==> src/rtl/ms_stopwatch.sv <==
// rtl/ms_stopwatch.sv - min:sec:ms stopwatch driven by a synchronised 1 kHz timebase
module ms_stopwatch #(
    parameter int MS_MAX  = 999,
    parameter int SEC_MAX = 59,
    parameter int MIN_MAX = 59
) (
    input  logic       clk_27Mhz,
    input  logic       rst,
    input  logic       tick_in,
    input  logic       start_stop,
    input  logic       lap,
    input  logic       clear,
    output logic [9:0] disp_ms,
    output logic [5:0] disp_sec,
    output logic [5:0] disp_min,
    output logic       running,
    output logic       lap_active,
    output logic       wrap
);

    typedef enum logic [1:0] {
        IDLE   = 2'd0,
        RUN    = 2'd1,
        LAP    = 2'd2,
        PAUSED = 2'd3
    } state_t;

    localparam logic [9:0] MS_LAST  = 10'(MS_MAX);
    localparam logic [5:0] SEC_LAST = 6'(SEC_MAX);
    localparam logic [5:0] MIN_LAST = 6'(MIN_MAX);

    state_t     r_state;
    logic       r_s1, r_s2, r_s3;
    logic [9:0] r_live_ms;
    logic [5:0] r_live_sec, r_live_min;
    logic [9:0] r_held_ms;
    logic [5:0] r_held_sec, r_held_min;
    logic [9:0] r_disp_ms;
    logic [5:0] r_disp_sec, r_disp_min;
    logic       r_running, r_lap_active, r_wrap;

    logic       w_edge;
    logic       w_counting;

    // The edge is taken from the two later stages so s1 absorbs metastability.
    assign w_edge     = r_s2 & ~r_s3;
    // Edges outside RUN/LAP are simply dropped; clear also drops a coincident edge.
    assign w_counting = w_edge & ~clear & ((r_state == RUN) || (r_state == LAP));

    // Three-stage synchroniser, always running so a resume never sees a stale edge
    always_ff @(posedge clk_27Mhz) begin
        if (rst) begin
            r_s1 <= 1'b0;
            r_s2 <= 1'b0;
            r_s3 <= 1'b0;
        end else begin
            r_s1 <= tick_in;
            r_s2 <= r_s1;
            r_s3 <= r_s2;
        end
    end

    // Control FSM: clear beats start_stop beats lap; status flags follow the next state
    always_ff @(posedge clk_27Mhz) begin
        if (rst || clear) begin
            r_state      <= IDLE;
            r_running    <= 1'b0;
            r_lap_active <= 1'b0;
            r_held_ms    <= '0;
            r_held_sec   <= '0;
            r_held_min   <= '0;
        end else begin
            case (r_state)
                IDLE: begin
                    if (start_stop) begin
                        r_state   <= RUN;
                        r_running <= 1'b1;
                    end
                end
                RUN: begin
                    if (start_stop) begin
                        r_state   <= PAUSED;
                        r_running <= 1'b0;
                    end else if (lap) begin
                        // Snapshot is the pre-increment value if an edge lands this cycle
                        r_state      <= LAP;
                        r_lap_active <= 1'b1;
                        r_held_ms    <= r_live_ms;
                        r_held_sec   <= r_live_sec;
                        r_held_min   <= r_live_min;
                    end
                end
                LAP: begin
                    if (start_stop) begin
                        r_state      <= PAUSED;
                        r_running    <= 1'b0;
                        r_lap_active <= 1'b0;
                    end else if (lap) begin
                        r_state      <= RUN;
                        r_lap_active <= 1'b0;
                    end
                end
                PAUSED: begin
                    if (start_stop) begin
                        r_state   <= RUN;
                        r_running <= 1'b1;
                    end
                end
                default: begin
                    r_state      <= IDLE;
                    r_running    <= 1'b0;
                    r_lap_active <= 1'b0;
                end
            endcase
        end
    end

    // Live ms/sec/min cascade with a single-cycle wrap pulse on full roll-over
    always_ff @(posedge clk_27Mhz) begin
        if (rst || clear) begin
            r_live_ms  <= '0;
            r_live_sec <= '0;
            r_live_min <= '0;
            r_wrap     <= 1'b0;
        end else begin
            r_wrap <= 1'b0;
            if (w_counting) begin
                if (r_live_ms != MS_LAST) begin
                    r_live_ms <= r_live_ms + 10'd1;
                end else begin
                    r_live_ms <= '0;
                    if (r_live_sec != SEC_LAST) begin
                        r_live_sec <= r_live_sec + 6'd1;
                    end else begin
                        r_live_sec <= '0;
                        if (r_live_min != MIN_LAST) begin
                            r_live_min <= r_live_min + 6'd1;
                        end else begin
                            r_live_min <= '0;
                            r_wrap     <= 1'b1;
                        end
                    end
                end
            end
        end
    end

    // Display register: frozen snapshot while in LAP, live count otherwise
    always_ff @(posedge clk_27Mhz) begin
        if (rst) begin
            r_disp_ms  <= '0;
            r_disp_sec <= '0;
            r_disp_min <= '0;
        end else if (r_state == LAP) begin
            r_disp_ms  <= r_held_ms;
            r_disp_sec <= r_held_sec;
            r_disp_min <= r_held_min;
        end else begin
            r_disp_ms  <= r_live_ms;
            r_disp_sec <= r_live_sec;
            r_disp_min <= r_live_min;
        end
    end

    assign disp_ms    = r_disp_ms;
    assign disp_sec   = r_disp_sec;
    assign disp_min   = r_disp_min;
    assign running    = r_running;
    assign lap_active = r_lap_active;
    assign wrap       = r_wrap;

endmodule

==> config.mk <==
export PLATFORM = sky130hd
export DESIGN_NAME = ms_stopwatch
export DESIGN_NICKNAME = d
export VERILOG_FILES = /design/src/rtl/ms_stopwatch.sv
export SDC_FILE = /design/constraint.sdc
export NUM_CORES = 1
export LEC_CHECK = 0
export BUFFER_PORTS_ARGS = -buffer_cell sky130_fd_sc_hd__buf_2
export CAP_MARGIN = 0
export CORE_ASPECT_RATIO = 0.8
export CORE_UTILIZATION = 50
export DETAILED_ROUTE_END_ITERATION = 8
export PLACE_DENSITY = 0.69
export SLEW_MARGIN = 10
export SYNTH_ARGS = -nofsm -noshare
export SYNTH_HDL_FRONTEND = slang
export SYNTH_SLANG_ARGS = --single-unit
==> constraint.sdc <==
create_clock -name clk_27Mhz -period 6.2 [get_ports clk_27Mhz]
set_input_delay 0.62 -clock clk_27Mhz [delete_from_list [all_inputs] [get_ports clk_27Mhz]]
set_output_delay 0.62 -clock clk_27Mhz [all_outputs]
set_load 0.01 [all_outputs]
==> results.toml <==
[synth]
synth_cells = 347
synth-async-reset-ratio_pct = 0
syn_area_sq_mm = 0.003004
ys.flop_type = "dfxtp_1"
synth_nets = 359
synthSimpleGateAreaFrac_pct = 23.16
muxShareOfSynthArea_pct = 8.330
ys_ff_latch = 74
synth_area_per_cell_sq_um = 8.657
synth_compound_area_share_pct = 10.50
ys_seq_area_share_pct = 49.31
synth_warnings = 0
synth_top_family_by_area = "simple AND/OR/NAND/NOR gates"
synth.distinct_cells = 39
synthXorXnorAreaFrac_pct = 2.624
synth_fa_ha_area_share_pct = 2.499
synth_edf_count = 0

[final_layout]
stdcell_count = 450
diodes = 0
fin_nets = 379
area_growth_pct = 15.24
drive_above_1_share_pct = 13.71

[routing]
drtPass1Iterations = 4
drc = 0
routed_via_density = 5.371
vias = 2417
final_antenna_net_count = 0
wire_per_inst_microns = 13.17
wl_mm = 5.926
drt_iter0_markers = 120

[grt]
grt_max_degree = 39
grt_usage_pct = 20.20
antenna_found_initial = 0
gr-total-overflow = 0
grt_pass1_wl_mm = 9.556
first_global_vias = 2003

[critical_path]
critPathTopFamily = "simple AND/OR/NAND/NOR gates"
start_kind = "flop"
path_cells = "inv_1 > ha_1 > or4b_1 > nor4_1 > nand4_1 > a21oi_1"
critPathRequiredTime_ns = 6.47
r2r-start = "r_state[0]"
slowest_stage = "nor4_1"
max_stage_delay_ns = 0.97
path_class = "reg2reg"
path_buf_inv = 1
r2r_cells = 6
end_kind = "flop"
cp.arrival_ns = 3.17
path_max_fanout = 7
r2r_slack_ns = 3.29
r2r-end = "r_live_min[5]"

[place]
portBuffers = 30
hpwl_mm = 3.891
dpl.cell_count = 434
place.gp.congestion = 0.8053

[power_and_ir_drop]
pwr-share-seq_pct = 46.9
power_frac_comb_pct = 2.7
power.share.switching_pct = 18.92
p_leak_nw = 1.224
p_per_area_mw_per_mm2 = 294.3
p_int_mw = 0.8262
report.power.total_mw = 1.019
clock_power_share_pct = 50.4
ir_drop_uv = 146.1
power_switching_mw = 0.1927

[cts]
cts_inserted_buffers = 9
clockBufferDepth = 2
root_buffer = "clkbuf_8"
clkSinkCount = 74
path_clk_slew_ns = 0.07
cts_tree = "done"
cts-htree-levels = 3
cts_resized = 0
insertion_delay_ns = 0.35
postCtsSetupBuffers = 0
cts_hold_buf = 0

[die]
pin_count = 31
start_util_pct = 53.50
fp.dieArea_sq_mm = 0.006324
rows = 24
die_x_microns = 88.66
coreArea_sq_mm = 0.005615
die_y_microns = 71.33

[timing]
holdWs_ns = 0.4495
timing.fmax_mhz = 344.1
skew_ns = 0.008045
slew_viol_final = 0
max_slew_margin_pct = 26.82
finalSetupViolations = 0
post-route-min-period_ns = 2.906
worstMarginPinSlew_ns = 1.088
hold_violations = 0
rsz0062_at_grt = "no"
final.period_utilization_pct = 46.87
fin_tns_setup_ns = 0

[min_path]
holdPathStages = 1
whs_endpoint = "r_s2"
worst_hold_path_type = "reg2reg"
hp-start = "r_s1"

[run]
cap_violations = 0

[run_status]
status = "finished, final reports clean"
-- kinds of logic after synthesis --
| group | Yosys count |
|---|---|
| AO/OA/AOI/OAI | 56 |
| flip-flops | 74 |
| AND/OR/NAND/NOR | 149 |
| adder cells (fa/ha/maj) | 6 |
| buffers and inverters | 28 |
| multiplexers | 25 |
| XOR/XNOR | 9 |
-- worst max path at each step --
stage,startpoint,endpoint,cells after the start
2_1_floorplan,r_state[0],r_live_sec[3],8
3_3_place_gp,r_state[0],r_live_min[3],6
3_5_place_dp,r_state[0],r_live_min[0],6
4_1_cts,r_state[0],r_live_min[5],6
5_1_grt,r_state[0],r_live_min[0],6
6_report,r_state[0],r_live_min[5],6
-- flip-flops by register name, indices dropped and copies added, names as in the netlist --
register    count
disp_min        6
disp_ms        10
disp_sec        6
lap_active      1
r_held_min      6
r_held_ms      10
r_held_sec      6
r_live_min      6
r_live_ms      10
r_live_sec      6
r_s1            1
r_s2            1
r_s3            1
r_state         2
running         1
wrap            1
-- routing by layer --
| layer | wire, microns | up-vias | global-route usage [%] |
|---|---|---|---|
| met5 | 0 | - | 0 |
| met4 | 99 | 0 | 8.602 |
| met3 | 308 | 12 | 5.876 |
| met2 | 2613 | 48 | 30.51 |
| met1 | 2905 | 1128 | 26.97 |
| li1 | - | 1229 | - |
-- through the flow --
stage | util [%] | area [sq um] | setup slack [ns]
floorplan | - | 3004 | 3.623
global placement | 56.57 | 3177 | 3.418
global route | 61.65 | 3462 | 3.060
CTS | 61.65 | 3462 | 3.297
detailed placement | 56.57 | 3177 | 3.315
finish | 61.65 | 3462 | 3.294
-- layout make-up --
| cell class | count | area (sq um) |
|---|---|---|
| clock inverter | 4 | 120.1 |
| clock buffer | 12 | 165.2 |
| multi-input combinational | 245 | 1418 |
| inverter | 6 | 22.52 |
| tap | 78 | 97.59 |
| sequential | 74 | 1481 |
| fill | 509 | 2153 |
| timing repair buffer | 31 | 157.7 |
-- synthesized netlist by cell type, drive strengths merged, types with 4 or more instances --
| master | instances | area (sq um) |
|---|---|---|
| a21oi | 35 | 175.2 |
| and3 | 4 | 25.02 |
| clkbuf | 20 | 76.32 |
| dfxtp | 74 | 1481 |
| ha | 6 | 75.07 |
| inv | 6 | 22.52 |
| mux2i | 25 | 250.2 |
| nand2 | 62 | 232.7 |
| nand3 | 8 | 40.04 |
| nand4 | 7 | 43.79 |
| nor2 | 41 | 153.9 |
| nor2b | 4 | 25.02 |
| nor4 | 4 | 25.02 |
| o21ai | 7 | 35.03 |
| o31ai | 4 | 30.03 |
| or3 | 5 | 31.28 |
| xnor2 | 4 | 35.03 |
| xor2 | 5 | 43.79 |
-- layout by cell type (no fill, tap or decap), types with 3 or more instances in the layout --
master | synthesis | routed
and3_1 | 4 | 4
ha_1 | 6 | 6
dfxtp_1 | 74 | 74
or4_1 | 3 | 3
nand4b_1 | 3 | 3
or3_1 | 5 | 5
nor4_1 | 4 | 4
nand4_1 | 7 | 7
o31ai_1 | 4 | 4
nand2_1 | 62 | 62
buf_2 | 1 | 30
bufinv_16 | 0 | 4
o21ai_0 | 6 | 6
nand3_1 | 8 | 8
clkbuf_8 | 0 | 12
nor2b_1 | 4 | 4
xor2_1 | 5 | 5
inv_1 | 6 | 6
xnor2_1 | 4 | 4
nor2_1 | 41 | 40
mux2i_1 | 25 | 25
a21oi_1 | 35 | 35
-- worst reg2reg max path: cells and delay by family (launching register included) --
| kind | cells | cell delay (ns) |
|---|---|---|
| AO/OA/AOI/OAI | 1 | 0.19 |
| adder cells (fa/ha/maj) | 1 | 0.37 |
| buffers and inverters | 1 | 0.07 |
| flip-flops | 1 | 0.37 |
| AND/OR/NAND/NOR | 3 | 1.83 |
-- power groups by stage --
stage / clock [mW] / combinational, mW / sequential (mW)
6_report: 0.513 / 0.0280 / 0.478
5_1_grt: 0.543 / 0.0305 / 0.478
4_1_cts: 0.522 / 0.0284 / 0.478
3_5_place_dp: 0 / 0.0279 / 0.489
3_3_place_gp: 0 / 0.0277 / 0.489
2_1_floorplan: 0 / 0.0203 / 0.489
No activity file was read; power rests on OpenSTA's default activity.
